**config.mk**
```make
export PLATFORM = sky130hd
export DESIGN_NAME = mem_req_ctrl
export DESIGN_NICKNAME = d
export VERILOG_FILES = /design/src/rtl/mem_ctrl_pkg.sv /design/src/rtl/rd_lat_pipe.sv /design/src/rtl/mem_req_ctrl.sv
export SDC_FILE = /design/constraint.sdc
export NUM_CORES = 1
export LEC_CHECK = 0
export BUFFER_PORTS_ARGS = -buffer_cell sky130_fd_sc_hd__buf_4
export CAP_MARGIN = 20
export CORE_MARGIN = 10
export CORE_UTILIZATION = 35
export DETAILED_ROUTE_END_ITERATION = 6
export SLEW_MARGIN = 20
export SYNTH_ARGS = -nofsm -noshare
export SYNTH_HDL_FRONTEND = slang
export SYNTH_HIERARCHICAL = 1
export SYNTH_SLANG_ARGS = --single-unit
```
**constraint.sdc**
```tcl
create_clock -name clk -period 1.95 [get_ports clk]
set_input_delay 0.195 -clock clk [delete_from_list [all_inputs] [get_ports clk]]
set_output_delay 0.195 -clock clk [all_outputs]
set_load 0.1 [all_outputs]
```
**src/rtl/mem_ctrl_pkg.sv**
```systemverilog
// Shared types and default widths for the memory request controller.
package mem_ctrl_pkg;

    localparam int DEF_ADDR_W = 2;
    localparam int DEF_DATA_W = 8;

    typedef enum logic [1:0] {
        INIT,
        IDLE,
        RD_WAIT,
        RSP
    } state_t;

endpackage

```
**src/rtl/rd_lat_pipe.sv**
```systemverilog
// Delays the single-cycle mem_rd_en pulse by READ_LAT edges to produce the
// strobe that marks the edge at which mem_r_data is valid for capture.
module rd_lat_pipe #(
    parameter int READ_LAT = 1
) (
    input  logic clk,
    input  logic rst,
    input  logic rd_pulse,
    output logic cap_strobe
);

    logic [READ_LAT-1:0] pipe_reg;
    logic [READ_LAT-1:0] pipe_next;

    genvar gi;
    generate
        for (gi = 0; gi < READ_LAT; gi++) begin : g_stage
            if (gi == 0) begin : g_head
                assign pipe_next[gi] = rd_pulse;
            end else begin : g_tail
                assign pipe_next[gi] = pipe_reg[gi-1];
            end
        end
    endgenerate

    // Clearing on reset drops any read still in flight.
    always_ff @(posedge clk) begin
        if (!rst) begin
            pipe_reg <= '0;
        end else begin
            pipe_reg <= pipe_next;
        end
    end

    assign cap_strobe = pipe_reg[READ_LAT-1];

endmodule

```
**src/rtl/mem_req_ctrl.sv**
```systemverilog
// Request/response front end for a simple synchronous memory: zero-fills the
// memory after reset, then serves one write per cycle or one read at a time.
module mem_req_ctrl
    import mem_ctrl_pkg::*;
#(
    parameter int ADDR_W   = DEF_ADDR_W,
    parameter int DATA_W   = DEF_DATA_W,
    parameter int READ_LAT = 1,
    parameter int INIT_EN  = 1
) (
    input  logic              clk,
    input  logic              rst,
    input  logic              req_valid,
    output logic              req_ready,
    input  logic              req_we,
    input  logic [ADDR_W-1:0] req_addr,
    input  logic [DATA_W-1:0] req_wdata,
    output logic              rsp_valid,
    input  logic              rsp_ready,
    output logic [DATA_W-1:0] rsp_rdata,
    output logic [ADDR_W-1:0] mem_addr,
    output logic              mem_wr_en,
    output logic              mem_rd_en,
    output logic [DATA_W-1:0] mem_w_data,
    input  logic [DATA_W-1:0] mem_r_data,
    output logic              init_done
);

    localparam logic [ADDR_W-1:0] LAST_ADDR = '1;

    state_t            state_reg;
    logic [ADDR_W-1:0] init_cnt_reg;
    logic              req_ready_reg;
    logic              rsp_valid_reg;
    logic [DATA_W-1:0] rsp_rdata_reg;
    logic [ADDR_W-1:0] mem_addr_reg;
    logic              mem_wr_en_reg;
    logic              mem_rd_en_reg;
    logic [DATA_W-1:0] mem_w_data_reg;
    logic              init_done_reg;
    logic              cap_strobe;

    rd_lat_pipe #(
        .READ_LAT (READ_LAT)
    ) u_rd_lat_pipe (
        .clk        (clk),
        .rst        (rst),
        .rd_pulse   (mem_rd_en_reg),
        .cap_strobe (cap_strobe)
    );

    always_ff @(posedge clk) begin
        if (!rst) begin
            state_reg      <= (INIT_EN != 0) ? INIT : IDLE;
            init_cnt_reg   <= '0;
            req_ready_reg  <= 1'b0;
            rsp_valid_reg  <= 1'b0;
            rsp_rdata_reg  <= '0;
            mem_addr_reg   <= '0;
            mem_wr_en_reg  <= 1'b0;
            mem_rd_en_reg  <= 1'b0;
            mem_w_data_reg <= '0;
            init_done_reg  <= 1'b0;
        end else begin
            // Memory strobes are single-cycle pulses unless re-armed below.
            mem_wr_en_reg <= 1'b0;
            mem_rd_en_reg <= 1'b0;

            case (state_reg)
                INIT: begin
                    // Leave only once the last address has been on the bus.
                    if (mem_wr_en_reg && (mem_addr_reg == LAST_ADDR)) begin
                        state_reg     <= IDLE;
                        init_done_reg <= 1'b1;
                        req_ready_reg <= 1'b1;
                    end else begin
                        mem_wr_en_reg  <= 1'b1;
                        mem_addr_reg   <= init_cnt_reg;
                        mem_w_data_reg <= '0;
                        init_cnt_reg   <= init_cnt_reg + 1'b1;
                    end
                end

                IDLE: begin
                    init_done_reg <= 1'b1;
                    req_ready_reg <= 1'b1;
                    if (req_valid && req_ready_reg) begin
                        mem_addr_reg <= req_addr;
                        if (req_we) begin
                            mem_wr_en_reg  <= 1'b1;
                            mem_w_data_reg <= req_wdata;
                        end else begin
                            mem_rd_en_reg <= 1'b1;
                            req_ready_reg <= 1'b0;
                            state_reg     <= RD_WAIT;
                        end
                    end
                end

                RD_WAIT: begin
                    if (cap_strobe) begin
                        rsp_rdata_reg <= mem_r_data;
                        rsp_valid_reg <= 1'b1;
                        state_reg     <= RSP;
                    end
                end

                RSP: begin
                    if (rsp_valid_reg && rsp_ready) begin
                        rsp_valid_reg <= 1'b0;
                        req_ready_reg <= 1'b1;
                        state_reg     <= IDLE;
                    end
                end

                default: begin
                    state_reg     <= IDLE;
                    req_ready_reg <= 1'b0;
                end
            endcase
        end
    end

    assign req_ready  = req_ready_reg;
    assign rsp_valid  = rsp_valid_reg;
    assign rsp_rdata  = rsp_rdata_reg;
    assign mem_addr   = mem_addr_reg;
    assign mem_wr_en  = mem_wr_en_reg;
    assign mem_rd_en  = mem_rd_en_reg;
    assign mem_w_data = mem_w_data_reg;
    assign init_done  = init_done_reg;

endmodule

```
Word level (Yosys, flattened, before mapping)
Cells that the tools add are included.

Muxes and demuxes: 26. Add/sub/neg operators: 1. Equality and inequality tests: 11. Bitwise logic cells: 1. Reduce and logical (&&, ||, !) cells: 16.

Operators with widths (number): two-way mux 8 bit (3); case mux 8 bit (2 select lines) (1); two-way mux 2 bit (7); != test 2 bit (second input constant) (6); AND reduction 3 bit (4); two-way mux 1 bit (9); case mux 2 bit (4 select lines) (1); equality test 2 bit (second input constant) (3); case mux 1 bit (2 select lines) (3); AND reduction 2 bit (3); AND reduction 5 bit (1); case mux 2 bit (2 select lines) (1); AND reduction 4 bit (1); nonzero test 2 bit (2); logical AND 1 bit (3); case mux 1 bit (3 select lines) (1); nonzero test 3 bit (1); adder 2 x 1 -> 2 bit (second input constant) (1); equality test 2 x 1 -> 1 bit (second input constant) (1); logical NOT 2 bit (1); != test 2 x 1 -> 1 bit (second input constant) (1); NOT 1 bit (1).

Output and inout port bits: 23. Input port bits: 23. Logic and storage cells: 66. Flip-flop bits (word level): 28.

Logic depth before layout (Yosys ltp)
Depth after elaboration: 4. Gate-level depth with buffers: 7. Mapped depth without buffers: 6.

By module
The synthesis kept the hierarchy.

Modules (own cells, without submodules): mem_req_ctrl (seq. area each 540.5 um2, area an instance 1138.6 um2, times used 1, cells each 124); rd_lat_pipe (seq. area each 20.0 um2, area an instance 26.3 um2, times used 1, cells each 2).

Worst setup path after synthesis
No wires, ideal clock.

Path kind: register to register. Start point: register rsp_valid_reg, in the netlist rsp_valid. End point: register state_reg[0]. Stages on the path, launching flop included: 5. Period minus slack after synthesis: 2.024 ns. Data required time: 1.833 ns. Path slack: -0.074 ns. Arrival time: 1.907 ns. Buffers on the path: 0. Library setup time: 0.117 ns. Cells stage by stage: dfxtp_1 -> a21boi_0 -> a221oi_2 -> nand2_1 -> a32o_1.

Longest elaborated chain between the ends: 3.

RTL lines: start: declaration (line mem_req_ctrl.sv:34) `logic rsp_valid_reg;`; start signal: assignment (line mem_req_ctrl.sv:57) `rsp_valid_reg <= 1'b0;`; start signal: assignment (line mem_req_ctrl.sv:103) `rsp_valid_reg <= 1'b1;`; start signal: assignment (line mem_req_ctrl.sv:110) `rsp_valid_reg <= 1'b0;`; logical AND 1 bit (line mem_req_ctrl.sv:109) `if (rsp_valid_reg && rsp_ready) begin`; != test 2 bit (no line); AND reduction 5 bit (no line); end signal: assignment (line mem_req_ctrl.sv:54) `state_reg <= (INIT_EN != 0) ? INIT : IDLE;`; end: declaration (line mem_req_ctrl.sv:31) `state_t state_reg;`.

Every way passes these cells. A chain may end at the register's enable or synchronous reset.

Final worst setup path
Start point: register state_reg[0]. End point: register mem_w_data_reg[0], in the netlist mem_w_data[0].

Longest elaborated chain between the ends: 3. Elaborated cells on any way between the ends: 8. Those cells by class: eq/ne (4); mux (1); reduce/logical (3).

RTL lines: equality test 2 x 1 -> 1 bit / logical NOT 2 bit (equally long branches) (line mem_req_ctrl.sv:69) `case (state_reg)`; != test 2 bit (no line) / nonzero test 2 bit (equally long branches); AND reduction 4 bit (no line); end signal: assignment (line mem_req_ctrl.sv:91) `mem_w_data_reg <= req_wdata;`; end: declaration (line mem_req_ctrl.sv:39) `logic [DATA_W-1:0] mem_w_data_reg;`.

Several ways; a longest one is shown, not always the timed one.

==> results.txt <==
The average instance area after synthesis came out at 9.24 um2. In this run, distinct cell masters in the synthesized netlist total 33. For this design the top-level I/O count stands at 46. The chip height is 77.7 um. The number of inserted diodes came out at 0. The violation count after the first detailed-route iteration came out at 64. The kind of launch point of the worst setup path is a flip-flop. The critical path's largest stage delay is 0.42 ns. The starting density of the core came out at 0.372. IR analysis of the VDD net gives a maximum drop of 1.18 mV. The post-route clock period utilization came out at 0.881.

Signal routing reaches up to met4. The top achievable clock speed is 0.582 GHz. On the final layout, the worst clock skew is 0.00690 ns. For this design, the slowest cell found on the critical path is sky130_fd_sc_hd__dfxtp_1. STA classifies the critical path endpoint as a flip-flop. The total overflow left after global routing is 0. The run finished with clean final reports.

The detailed-route DRC error count is 0. After detailed routing, the total wire length is 3070 um. The area growth from synthesis to layout is 36.4%. The initial antenna violation count came out at 0. The worst slew slack as a fraction of its limit came out at 0.722.

Synthesis inferred 28 register bits. For the final routed database, the setup TNS stands at 0 ns. The data arrival time at the worst-slack endpoint came out at 1.94 ns. In this run the number of H-tree levels came out at 1.

The total global-route track usage came out at 0.101. The detailed-router iteration count before antenna repair came out at 5. CTS saw 28 sinks.

The length of routed met2 wiring came out at 1580 um. The post-cts repair resize count came out at 0. The post-cts hold buffer count came out at 0. The shortest clock period the worst path allows after layout came out at 1.72 ns.

The startpoint of the most critical setup path is state_reg[0]. The detailed router put a total of 1290 um of wire on met1. The cell row count is 20.

In this run the critical register-to-register path is captured at mem_w_data[0]. The remaining antenna violation count is 0. Dividing total power by cell area gives a power density of 1150 mW/mm2. The worst setup path category is reg2reg.

Setup repair after global routing left no endpoint under its margin. Dividing the detail-routed wire length by the instance count gives 14.2 um. The last element of the critical path is mem_w_data[0]. The required time of the critical path came out at 2.17 ns. The net count after synthesis is 154. For this design the static power due to leakage is 0.686 nW.

TritonCTS built the clock tree. The total placed cells including tap cells is 212. In the final layout, the share of cells above drive strength 1 is 0.355. In the layout the commonest cells are 47 x sky130_fd_sc_hd__buf_4, 25 x sky130_fd_sc_hd__dfxtp_1, 16 x sky130_fd_sc_hd__nor2_1. The post-CTS setup-driven buffer insertion count came out at 0. The total clock buffers created by CTS came out at 3.

Setup violations remaining at the end of the flow were counted as 0. The total design power came out at 1.82 mW. The number of buffers on the longest clock path came out at 2. For the pin with the worst max-slew slack, the measured transition is 0.414 ns.

The net count reported at finish came out at 201. The max-slew violation total from the final report is 0. The wire length on met3 came out at 184 um. The via count of the first global-routing pass came out at 1096. The width of the chip is 77.7 um. The total die area is 0.00604 mm2.

The count of warnings emitted by yosys came out at 6. The most common library cell in the layout ignoring fill and taps is sky130_fd_sc_hd__buf_4. The cell sitting at the root of the clock tree is a sky130_fd_sc_hd__clkbuf_4. The number of vias per cell came out at 4.96. The sequential area share after synthesis came out at 0.481. For the worst-skew pair, the clock arrives at the later sink with an insertion delay of 0.32 ns. The synthesized area is 0.00116 mm2. The first-pass GRT wire length is 5220 um. The hold violation count in the final report is 0. In this run the critical register-to-register path is launched from state_reg[0]. The signal on the critical path passes through inv_1, ha_1, and4_1, a21o_4, a22oi_1, nor2_1. The clock transition at the register clock pins on the worst setup and hold paths after CTS is 0.15 ns.

The number of buffers inserted by port buffering is 45. Once detailed placement completed, the half-perimeter wirelength came to 2510 um. The worst hold path belongs to the class in2reg.

The total of fill cells in the finished design is 323. The cell depth of the worst flop-to-flop path came out at 6. The max-capacitance violation count is 0. The number of instances in the synthesized netlist came out at 126.

Hold is met by 0.0952 ns. The register-to-register path setup slack came out at 0.23 ns. At the end of routability-driven placement, the weighted congestion stood at 0.675. Along the worst path, the maximum fanout reaches 8. The area of the core came out at 0.00313 mm2. The count of cells in the finished layout, fillers not included, comes to 216. The maximum number of pins on one net before global-route repair is 26. The total number of vias is 1071. Measured on the finished design, the core utilization comes to 0.508.
[cell usage after synthesis]
cell / number / area [um2]
sky130_fd_sc_hd__a21boi_0: 1 / 7.51
sky130_fd_sc_hd__a211oi_2: 1 / 12.5
sky130_fd_sc_hd__nor2_2: 1 / 6.26
sky130_fd_sc_hd__inv_2: 1 / 3.75
sky130_fd_sc_hd__dfxtp_1: 28 / 561
sky130_fd_sc_hd__a22oi_1: 8 / 60.1
sky130_fd_sc_hd__nor2_1: 16 / 60.1
sky130_fd_sc_hd__a32o_1: 1 / 10.0
sky130_fd_sc_hd__mux2i_1: 2 / 20.0
sky130_fd_sc_hd__nand3_1: 10 / 50.1
sky130_fd_sc_hd__nand2_1: 11 / 41.3
sky130_fd_sc_hd__inv_1: 4 / 15.0
sky130_fd_sc_hd__a211oi_1: 3 / 22.5
sky130_fd_sc_hd__o21a_1: 2 / 15.0
sky130_fd_sc_hd__a221oi_2: 1 / 15.0
sky130_fd_sc_hd__nand2b_1: 2 / 12.5
sky130_fd_sc_hd__clkbuf_1: 3 / 11.3
sky130_fd_sc_hd__and2_1: 1 / 6.26
sky130_fd_sc_hd__nand4_1: 1 / 6.26
sky130_fd_sc_hd__a21oi_2: 1 / 8.76
sky130_fd_sc_hd__xor2_1: 2 / 17.5
sky130_fd_sc_hd__and4_1: 1 / 8.76
sky130_fd_sc_hd__buf_4: 1 / 7.51
sky130_fd_sc_hd__buf_2: 1 / 5.00
sky130_fd_sc_hd__nand3_2: 1 / 10.0
sky130_fd_sc_hd__and3_1: 1 / 6.26
sky130_fd_sc_hd__a21o_4: 1 / 15.0
sky130_fd_sc_hd__and3b_1: 1 / 8.76
sky130_fd_sc_hd__a21oi_1: 11 / 55.1
sky130_fd_sc_hd__a311oi_1: 1 / 8.76
sky130_fd_sc_hd__o21ai_0: 1 / 5.00
sky130_fd_sc_hd__a41o_1: 1 / 10.0
sky130_fd_sc_hd__ha_1: 5 / 62.6
[metrics by stage]
stage	setup WS, ns	cell area, um2
after floorplan	0.00404	1170
after global placement	0.357	1550
after detailed placement	0.250	1550
after CTS	0.222	1590
after global routing	0.0892	1590
final	0.232	1590
[layout make-up]
| cell class | instances | area, um2 | area share |
|---|---|---|---|
| Clock buffer | 4 | 36.3 | 0.0228 |
| Multi-Input combinational cell | 88 | 562 | 0.354 |
| Sequential cell | 28 | 564 | 0.355 |
| Timing Repair Buffer | 47 | 353 | 0.222 |
| Inverter | 5 | 18.8 | 0.0118 |
| Tap cell | 44 | 55.1 | 0.0346 |
[per-layer routing]
layer	track usage	up-vias
li1	-	540
met2	0.178	29
met3	0.0357	2
met1	0.115	500
met5	0	-
met4	0.0182	0
[logic make-up after synthesis]
logic type / count (synthesis) / share of synthesized area
compound gates: 33 / 0.211
xor+xnor: 2 / 0.0150
fa+ha+maj: 5 / 0.0537
buf+inv: 10 / 0.0365
flops: 28 / 0.481
mux: 2 / 0.0172
simple gates: 46 / 0.186
[report_power, final]
| part | internal (mW) | switching [mW] |
|---|---|---|
| logic | 0.261 | 0.562 |
| registers | 0.651 | 0.0690 |
| clock network | 0.114 | 0.167 |
[worst max-delay path, delay by kind of cell (launching register included)]
family          cells  cell delay [ns]
compound gates      2             0.43
fa+ha+maj           1             0.31
buf+inv             1             0.11
flops               1             0.42
simple gates        2             0.34
[worst min-delay path by stage]
stage	depth (start not counted)	end	slack, ns	start
2_1_floorplan	1	init_done	0.31	rst
3_3_place_gp	3	mem_w_data[2]	0.43	req_wdata[2]
3_5_place_dp	3	mem_w_data[4]	0.44	req_wdata[4]
4_1_cts	3	mem_w_data[4]	0.08	req_wdata[4]
5_1_grt	3	mem_w_data[2]	0.09	req_wdata[2]
6_report	3	mem_w_data[4]	0.1	req_wdata[4]
Power figures use the tool's default switching activity.
